**config.mk**
```make
export PLATFORM = sky130hd
export DESIGN_NAME = tower_commander_flat
export DESIGN_NICKNAME = d
export VERILOG_FILES = /design/src/rtl/tower_commander_if.sv /design/src/rtl/tower_commander.sv /design/src/flat_wrapper.sv
export SDC_FILE = /design/constraint.sdc
export NUM_CORES = 1
export LEC_CHECK = 0
export ABC_CLOCK_PERIOD_IN_PS = 5800
export BUFFER_PORTS_ARGS = -buffer_cell sky130_fd_sc_hd__buf_2
export CAP_MARGIN = 10
export CORE_ASPECT_RATIO = 0.9
export CORE_UTILIZATION = 56
export CTS_BUF_LIST = sky130_fd_sc_hd__clkbuf_2
export DETAILED_ROUTE_END_ITERATION = 7
export MAX_ROUTING_LAYER = met4
export PLACE_DENSITY_LB_ADDON = 0.1
export REMOVE_ABC_BUFFERS = 1
export SYNTH_ARGS = -nofsm -noshare
export SYNTH_HDL_FRONTEND = slang
export SYNTH_SLANG_ARGS = --single-unit
```
**constraint.sdc**
```tcl
create_clock -name Clk -period 5.8 [get_ports Clk]
set_input_delay 1.16 -clock Clk [delete_from_list [all_inputs] [get_ports Clk]]
set_output_delay 1.16 -clock Clk [all_outputs]
set_load 0.1 [all_outputs]
```
**src/rtl/tower_commander_if.sv**
```systemverilog
// tower_commander_if: bundles the request, slot-status, command, coin and response signals of
// the tower commander.
//   slave  : commander side (accepts requests, drives slot pulses, coins and responses)
//   master : environment side (player input, tower slots, enemy reward logic)
// Parameters: NUM_SLOTS (slot count), COIN_W (coin counter width).
interface tower_commander_if #(
   parameter int unsigned NUM_SLOTS = 8,
   parameter int unsigned COIN_W    = 12
);
   localparam int unsigned SLOT_W = (NUM_SLOTS > 1) ? $clog2(NUM_SLOTS) : 1;

   logic                   req_valid;
   logic                   req_ready;
   logic [1:0]             req_op;
   logic [SLOT_W-1:0]      req_slot;
   logic [2:0]             req_type;
   logic [NUM_SLOTS-1:0]   slot_used;
   logic [3*NUM_SLOTS-1:0] slot_type;
   logic [NUM_SLOTS-1:0]   enable;
   logic [NUM_SLOTS-1:0]   sell;
   logic [2:0]             type_com;
   logic                   coin_add_valid;
   logic [COIN_W-1:0]      coin_add;
   logic [COIN_W-1:0]      coins;
   logic                   resp_valid;
   logic [1:0]             resp_code;

   modport slave (
      input  req_valid, req_op, req_slot, req_type, slot_used, slot_type, coin_add_valid,
             coin_add,
      output req_ready, enable, sell, type_com, coins, resp_valid, resp_code
   );

   modport master (
      output req_valid, req_op, req_slot, req_type, slot_used, slot_type, coin_add_valid,
             coin_add,
      input  req_ready, enable, sell, type_com, coins, resp_valid, resp_code
   );
endinterface

```
**src/rtl/tower_commander.sv**
```systemverilog
// tower_commander: validates place/sell(/upgrade) requests against slot status and the coin
// balance, issues one single-cycle one-hot enable or sell pulse per accepted request, reports a
// status response, and owns the coin counter (kill rewards credited via coin_add).
// Ports:
//   Clk      : system clock
//   Reset_n  : synchronous active-low reset
//   bus      : tower_commander_if.slave (request, slot status, pulses, coins, response)
// Optional feature: define TOWER_UPGRADE_EN to enable op 2 (upgrade); otherwise op 2 is BAD_REQ.
module tower_commander #(
   parameter int unsigned NUM_SLOTS   = 8,
   parameter int unsigned COIN_W      = 12,
   parameter int unsigned START_COINS = 400,
   parameter int unsigned COST_UNIT   = 100,
   parameter int unsigned MAX_TYPE    = 4
) (
   input logic              Clk,
   input logic              Reset_n,
   tower_commander_if.slave bus
);
   localparam int unsigned SLOT_W = (NUM_SLOTS > 1) ? $clog2(NUM_SLOTS) : 1;
   // Two guard bits: credit + sell refund can exceed 2^(COIN_W+1) before saturation.
   localparam int unsigned WIDE_W = COIN_W + 2;
   typedef logic [WIDE_W-1:0] wide_t;
   localparam wide_t CoinMax = {2'b00, {COIN_W{1'b1}}};

   localparam logic [1:0] OpPlace   = 2'd0;
   localparam logic [1:0] OpSell    = 2'd1;
   localparam logic [1:0] OpUpgrade = 2'd2;

   typedef enum logic [1:0] {
      RespOk           = 2'd0,
      RespNoFunds      = 2'd1,
      RespSlotConflict = 2'd2,
      RespBadReq       = 2'd3
   } resp_e;

   typedef enum logic [2:0] {StIdle, StCheck, StIssue, StWait, StResp} state_e;

   state_e              state_q, state_d;
   logic [1:0]          op_q, op_d;
   logic [SLOT_W-1:0]   slot_q, slot_d;
   logic [2:0]          type_q, type_d;          // type presented on type_com
   logic [2:0]          old_type_q, old_type_d;  // slot type before an upgrade
   wide_t               cost_q, cost_d;          // deducted in ISSUE
   wide_t               refund_q, refund_d;      // credited in ISSUE (sell)
   resp_e               code_q, code_d;
   logic [COIN_W-1:0]   coins_q, coins_d;

   logic                slot_ok;
   logic                sel_used;
   logic [2:0]          sel_type;
   logic                settled;
   wide_t               place_cost;
   wide_t               coins_w;
   wide_t               coin_sum;

   // Status of the latched slot; an out-of-range slot reads as unused.
   always_comb begin
      slot_ok  = int'(slot_q) < int'(NUM_SLOTS);
      sel_used = 1'b0;
      sel_type = '0;
      if (slot_ok) begin
         sel_used = bus.slot_used[slot_q];
         sel_type = bus.slot_type[int'(slot_q) * 3 +: 3];
      end
   end

   assign place_cost = wide_t'(type_q) * wide_t'(COST_UNIT);
   assign coins_w    = {2'b00, coins_q};

   // Slot status after the command: placed/upgraded slots must read used (and changed type for
   // an upgrade), sold slots must read unused.
   always_comb begin
      case (op_q)
         OpSell:    settled = !sel_used;
         OpUpgrade: settled = sel_used && (sel_type != old_type_q);
         default:   settled = sel_used;
      endcase
   end

   always_comb begin
      state_d    = state_q;
      op_d       = op_q;
      slot_d     = slot_q;
      type_d     = type_q;
      old_type_d = old_type_q;
      cost_d     = cost_q;
      refund_d   = refund_q;
      code_d     = code_q;
      case (state_q)
         StIdle: begin
            if (bus.req_valid) begin
               op_d     = bus.req_op;
               slot_d   = bus.req_slot;
               type_d   = bus.req_type;
               cost_d   = '0;
               refund_d = '0;
               code_d   = RespOk;
               state_d  = StCheck;
            end
         end
         StCheck: begin
            state_d = StIssue;
            case (op_q)
               OpPlace: begin
                  if (type_q == 3'd0 || int'(type_q) > int'(MAX_TYPE) || !slot_ok) begin
                     code_d = RespBadReq;
                  end else if (sel_used) begin
                     code_d = RespSlotConflict;
                  end else if (coins_w < place_cost) begin
                     code_d = RespNoFunds;
                  end else begin
                     cost_d = place_cost;
                  end
               end
               OpSell: begin
                  type_d = '0;
                  if (!sel_used) begin
                     code_d = RespSlotConflict;
                  end else begin
                     refund_d = (wide_t'(sel_type) * wide_t'(COST_UNIT)) >> 1;
                  end
               end
`ifdef TOWER_UPGRADE_EN
               OpUpgrade: begin
                  if (!sel_used) begin
                     code_d = RespSlotConflict;
                  end else if (int'(sel_type) >= int'(MAX_TYPE)) begin
                     code_d = RespBadReq;
                  end else if (coins_w < wide_t'(COST_UNIT)) begin
                     code_d = RespNoFunds;
                  end else begin
                     old_type_d = sel_type;
                     type_d     = sel_type + 3'd1;
                     cost_d     = wide_t'(COST_UNIT);
                  end
               end
`else
               OpUpgrade: code_d = RespBadReq;
`endif
               default: code_d = RespBadReq;
            endcase
            if (code_d != RespOk) state_d = StResp;
         end
         StIssue: state_d = StWait;
         StWait: begin
            if (!settled) code_d = RespSlotConflict;
            state_d = StResp;
         end
         StResp:  state_d = StIdle;
         default: state_d = StIdle;
      endcase
   end

   // Coin update: credit in any state, ISSUE adds refund and subtracts cost, then saturate.
   always_comb begin
      coin_sum = coins_w;
      if (bus.coin_add_valid) coin_sum = coin_sum + {2'b00, bus.coin_add};
      if (state_q == StIssue) coin_sum = coin_sum + refund_q - cost_q;
      coins_d = (coin_sum > CoinMax) ? {COIN_W{1'b1}} : coin_sum[COIN_W-1:0];
   end

   always_ff @(posedge Clk) begin
      if (!Reset_n) begin
         state_q    <= StIdle;
         op_q       <= OpPlace;
         slot_q     <= '0;
         type_q     <= '0;
         old_type_q <= '0;
         cost_q     <= '0;
         refund_q   <= '0;
         code_q     <= RespOk;
         coins_q    <= COIN_W'(START_COINS);
      end else begin
         state_q    <= state_d;
         op_q       <= op_d;
         slot_q     <= slot_d;
         type_q     <= type_d;
         old_type_q <= old_type_d;
         cost_q     <= cost_d;
         refund_q   <= refund_d;
         code_q     <= code_d;
         coins_q    <= coins_d;
      end
   end

   always_comb begin
      bus.enable   = '0;
      bus.sell     = '0;
      bus.type_com = '0;
      if (state_q == StIssue) begin
         if (op_q == OpSell) begin
            bus.sell[slot_q] = 1'b1;
         end else begin
            bus.enable[slot_q] = 1'b1;
            bus.type_com       = type_q;
         end
      end
   end

   assign bus.req_ready  = (state_q == StIdle);
   assign bus.resp_valid = (state_q == StResp);
   assign bus.resp_code  = (state_q == StResp) ? code_q : RespOk;
   assign bus.coins      = coins_q;
endmodule

```
**src/flat_wrapper.sv**
```systemverilog
// flat-port wrapper written by rule: the top's interface ports become plain ports
module tower_commander_flat 
#(
   parameter int unsigned NUM_SLOTS   = 8,
   parameter int unsigned COIN_W      = 12,
   parameter int unsigned START_COINS = 400,
   parameter int unsigned COST_UNIT   = 100,
   parameter int unsigned MAX_TYPE    = 4
)
  (Clk, Reset_n, bus_req_valid, bus_req_op, bus_req_slot, bus_req_type, bus_slot_used, bus_slot_type, bus_coin_add_valid, bus_coin_add, bus_req_ready, bus_enable, bus_sell, bus_type_com, bus_coins, bus_resp_valid, bus_resp_code);
  tower_commander_if #(.NUM_SLOTS(NUM_SLOTS), .COIN_W(COIN_W)) bus_i ();
  input logic Clk;
  input logic Reset_n;
  input wire logic [$bits(bus_i.req_valid)-1:0] bus_req_valid;
  input wire logic [$bits(bus_i.req_op)-1:0] bus_req_op;
  input wire logic [$bits(bus_i.req_slot)-1:0] bus_req_slot;
  input wire logic [$bits(bus_i.req_type)-1:0] bus_req_type;
  input wire logic [$bits(bus_i.slot_used)-1:0] bus_slot_used;
  input wire logic [$bits(bus_i.slot_type)-1:0] bus_slot_type;
  input wire logic [$bits(bus_i.coin_add_valid)-1:0] bus_coin_add_valid;
  input wire logic [$bits(bus_i.coin_add)-1:0] bus_coin_add;
  output wire logic [$bits(bus_i.req_ready)-1:0] bus_req_ready;
  output wire logic [$bits(bus_i.enable)-1:0] bus_enable;
  output wire logic [$bits(bus_i.sell)-1:0] bus_sell;
  output wire logic [$bits(bus_i.type_com)-1:0] bus_type_com;
  output wire logic [$bits(bus_i.coins)-1:0] bus_coins;
  output wire logic [$bits(bus_i.resp_valid)-1:0] bus_resp_valid;
  output wire logic [$bits(bus_i.resp_code)-1:0] bus_resp_code;
  assign bus_i.req_valid = bus_req_valid;
  assign bus_i.req_op = bus_req_op;
  assign bus_i.req_slot = bus_req_slot;
  assign bus_i.req_type = bus_req_type;
  assign bus_i.slot_used = bus_slot_used;
  assign bus_i.slot_type = bus_slot_type;
  assign bus_i.coin_add_valid = bus_coin_add_valid;
  assign bus_i.coin_add = bus_coin_add;
  assign bus_req_ready = bus_i.req_ready;
  assign bus_enable = bus_i.enable;
  assign bus_sell = bus_i.sell;
  assign bus_type_com = bus_i.type_com;
  assign bus_coins = bus_i.coins;
  assign bus_resp_valid = bus_i.resp_valid;
  assign bus_resp_code = bus_i.resp_code;
  tower_commander #(.NUM_SLOTS(NUM_SLOTS), .COIN_W(COIN_W), .START_COINS(START_COINS), .COST_UNIT(COST_UNIT), .MAX_TYPE(MAX_TYPE)) u_core (.Clk(Clk), .Reset_n(Reset_n), .bus(bus_i));
endmodule
```
==> key figures <==
Synth
  – Post-Syn Area: 3896 sq um
  – FF+latch count, synth: 39
  – Unique masters post-synth: 60
  – Synth async-reset ratio: 0%
  – Synth warn: 0
  – Area leader, netlist: dfxtp_1
  – Area contributors post-synth: dfxtp_1, ha_1, a21oi_1, fa_1, nand2_1
  – Mapped Avg Cell Area: 7.840 sq um
  – Yosys top cell area share: 20.04%
  – Top FF cell, synth: dfxtp_1
  – EDFF count, synth: 0
  – Syn Inst Count: 497
  – Register area share after synthesis: 20.04%

Worst hold path
  – Worst Hold Depth: 2
  – Hold WC Path Type: reg -> reg
  – Hold path start: u_core.cost_q[7]
  – WHS Endpoint: u_core.cost_q[7]

Routing
  – DR vias/cell: 5.806
  – DRT iter0 DRCs: 176
  – ANT nets after route: 0
  – Met2 layer wire length in the routed design: 4.735 mm
  – Highest Signal Layer: met4
  – DR WL/cell: 14.58 um
  – Detailed Routing Iterations Pass 1: 4
  – Met1 WL: 4.322 mm
  – DR vias: 3,867
  – DRC: 0
  – Final WL: 9.707 mm
  – DR WL met3: 475 um

Timing
  – RSZ-0062 raised after global routing: no
  – Max Transition Viols Final: 0
  – Final hold vios: 0
  – Tmin final: 4.934 ns
  – Setup violators final: 0
  – Slew at the pin closest to its max-slew limit: 0.7604 ns
  – Layout Skew: 0.01960 ns
  – Setup_tns: 0 ns
  – Relative slew slack: 48.92%
  – FMAX: 0.2027 GHz
  – Final worst slack: 0.8657 ns
  – WHS: 0.4847 ns
  – Tcrit/Tclk final: 85.07%

Setup path
  – Origin of the critical flop-to-flop path: u_core.bus.coins[4]
  – Startpoint Class: input port
  – CP arrival: 5.25 ns
  – R2R cell count: 15
  – Endpoint type of the worst setup path: flip-flop
  – Capturing point of the worst reg2reg path: u_core.bus.coins[7]
  – Crit Path Category: in -> reg
  – Critical Path Fanout Max: 8
  – R2R setup slack: 1.26 ns
  – Critical path required time: 6.11 ns

Clocking
  – Root Buffer Master: clkbuf_2
  – CTS-repair resized insts: 0
  – Later-pin clock latency in the skew report: 0.42 ns
  – H-tree Lvls: 2
  – CTS buffer count: 5
  – Worst-case clock buffer depth: 2
  – Setup Buffers After CTS: 0
  – Clk slew on worst S/H paths: 0.20 ns
  – TritonCTS Sinks: 39
  – # hold bufs at CTS: 0
  – CTS tree: yes

Die
  – Die X: 89.93 um
  – Effective utilization at floorplan: 58.53%
  – Die Y: 81.13 um
  – Core ar.: 6656 sq um
  – Ports: 91
  – Die ar.: 7296 sq um
  – Rows: 28

Final layout
  – FILL cells: 622
  – Post-layout nets: 686
  – Finished Layout Cells: 666
  – Layout cells sized above 1: 20.83%
  – Layout area overhead: 14.07%
  – Most frequent cells in the layout: buf_2, nand2_1, ha_1
  – Final core utilization: 66.77%
  – # diodes: 0
  – Commonest non-fill, non-tap cell in the layout: buf_2
  – Finished Cell Area: 4444 sq um

Placed design
  – PortBufs: 90
  – Dpl cells: 658
  – Pre-CTS setup slack: 0.4452 ns
  – Hpwl dp: 7.743 mm
  – Gpl congestion: 0.8881
  – Placed cell areas: 4380 sq um

Power
  – Pwr Density: 482.6 nW/um^2
  – Comb power frac: 74.6%
  – Internal power: 989.1 uW
  – Overall power: 2.145 mW
  – Seq pwr share: 17.4%
  – Leak Pwr: 1.959 nW
  – Max VDD drop: 0.0001803 V
  – Power share of the clock group: 7.9%
  – Sw Ratio: 53.89%
  – Net Sw Power: 1.156 mW

Flow run
  – Maxcap violations: 0

Global route
  – Tot GR Track Use: 28.15%
  – Largest net degree at the start of global routing: 33
  – First-pass GRT wire length: 16.11 mm
  – Vias in the first global route: 3,523
  – Antenna violations before repair: 0
  – Congestion Overflow GR: 0

Run status
  – Status: completed
area by class of cell:
type | count | area, sq um | share of cell area (%)
clock buffers | 5 | 25.02 | 0.5631
clock inverters | 3 | 38.79 | 0.8727
inverters | 35 | 131.4 | 2.956
multi-input cells | 401 | 2883 | 64.86
flip-flops and latches | 39 | 780.7 | 17.57
well taps | 90 | 112.6 | 2.534
repair buffers | 93 | 473.0 | 10.64
state kept, by name, summed over array words and instances (netlist names):
signal,flops
u_core.type_q,3
u_core.op_q,2
u_core.state_q,3
u_core.code_q,2
u_core.slot_q,3
u_core.bus.coins,12
u_core.refund_q,7
u_core.cost_q,7
metal layers:
metal | GRT usage, % | vias to the layer above
met5 | - | -
met4 | 8.710 | 0
met3 | 3.558 | 15
met2 | 50.77 | 122
met1 | 33.26 | 1790
li1 | - | 1940
cell usage after synthesis, types with 2 or more instances:
cell type  number
a21o_1          4
or2_2           3
a22oi_1         3
o21ai_0        17
a211o_1         2
nand3_1        28
nor3_1         21
o2111ai_1       4
o211ai_1        4
buf_6           2
fa_1            9
ha_1           46
nand3b_1        8
nor3b_1         2
xor2_1          5
xnor2_1         9
buf_1           2
dfxtp_1        39
buf_2           3
a2111oi_0       2
mux2_2          9
and2_1          6
nand4_1         9
mux2i_1        13
nor2_1         41
inv_1          35
and3_1          5
o21a_1          6
nand2_1        46
a21oi_1        44
nor2b_1         7
nand2b_1        9
a31oi_1         5
a41oi_1         2
clkbuf_1       15
or3_1           3
o21bai_1        3
mux4_2          4
logic make-up (layout without fill, tap and decap cells):
family	count (synthesis)	count (layout)	share of synthesized area [%]
AO/OA/AOI/OAI	110	110	18.18
XOR/XNOR	14	14	3.147
adder cells (fa/ha/maj)	55	55	19.40
buffers and inverters	57	136	5.973
flip-flops	39	39	20.04
multiplexers	26	26	8.253
AND/OR/NAND/NOR	196	196	25.02
worst max-delay path: stages:
cell and delay [ns]:
buf_2 0.08, ha_1 0.14, inv_1 0.05, fa_1 0.39, nor2b_1 0.19, o2111ai_1 0.14, nand3_1 0.19, a21oi_1 0.09
o31ai_1 0.44, fa_1 0.50, ha_1 0.24, a21oi_1 0.13, o21ai_0 0.17, or2_2 0.31, mux2i_1 0.21, o21bai_1 0.11
o22ai_1 0.36, buf_4 0.24, o2111ai_1 0.11
power groups by stage:
| stage | Clock (mW) | Combinational [mW] | Sequential [mW] |
|---|---|---|---|
| 6_report | 0.170 | 1.60 | 0.374 |
| 5_1_grt | 0.180 | 1.77 | 0.381 |
| 2_1_floorplan | 0 | 1.06 | 0.596 |
| 3_5_place_dp | 0 | 1.58 | 0.378 |
| 3_3_place_gp | 0 | 1.53 | 0.377 |
| 4_1_cts | 0.172 | 1.59 | 0.372 |
worst max path at each step:
stage | start | end | slack (ns) | depth (start not counted)
floorplan | bus_coin_add[0] | u_core.bus.coins[11] | 0.77 | 16
global placement | bus_coin_add[0] | u_core.bus.coins[7] | 0.58 | 18
detailed placement | bus_coin_add[0] | u_core.bus.coins[7] | 0.45 | 18
CTS | bus_coin_add[0] | u_core.bus.coins[7] | 0.90 | 18
global route | bus_coin_add[0] | u_core.bus.coins[7] | 0.65 | 19
finish | bus_coin_add[0] | u_core.bus.coins[7] | 0.87 | 19
Power figures use the tool's default switching activity.
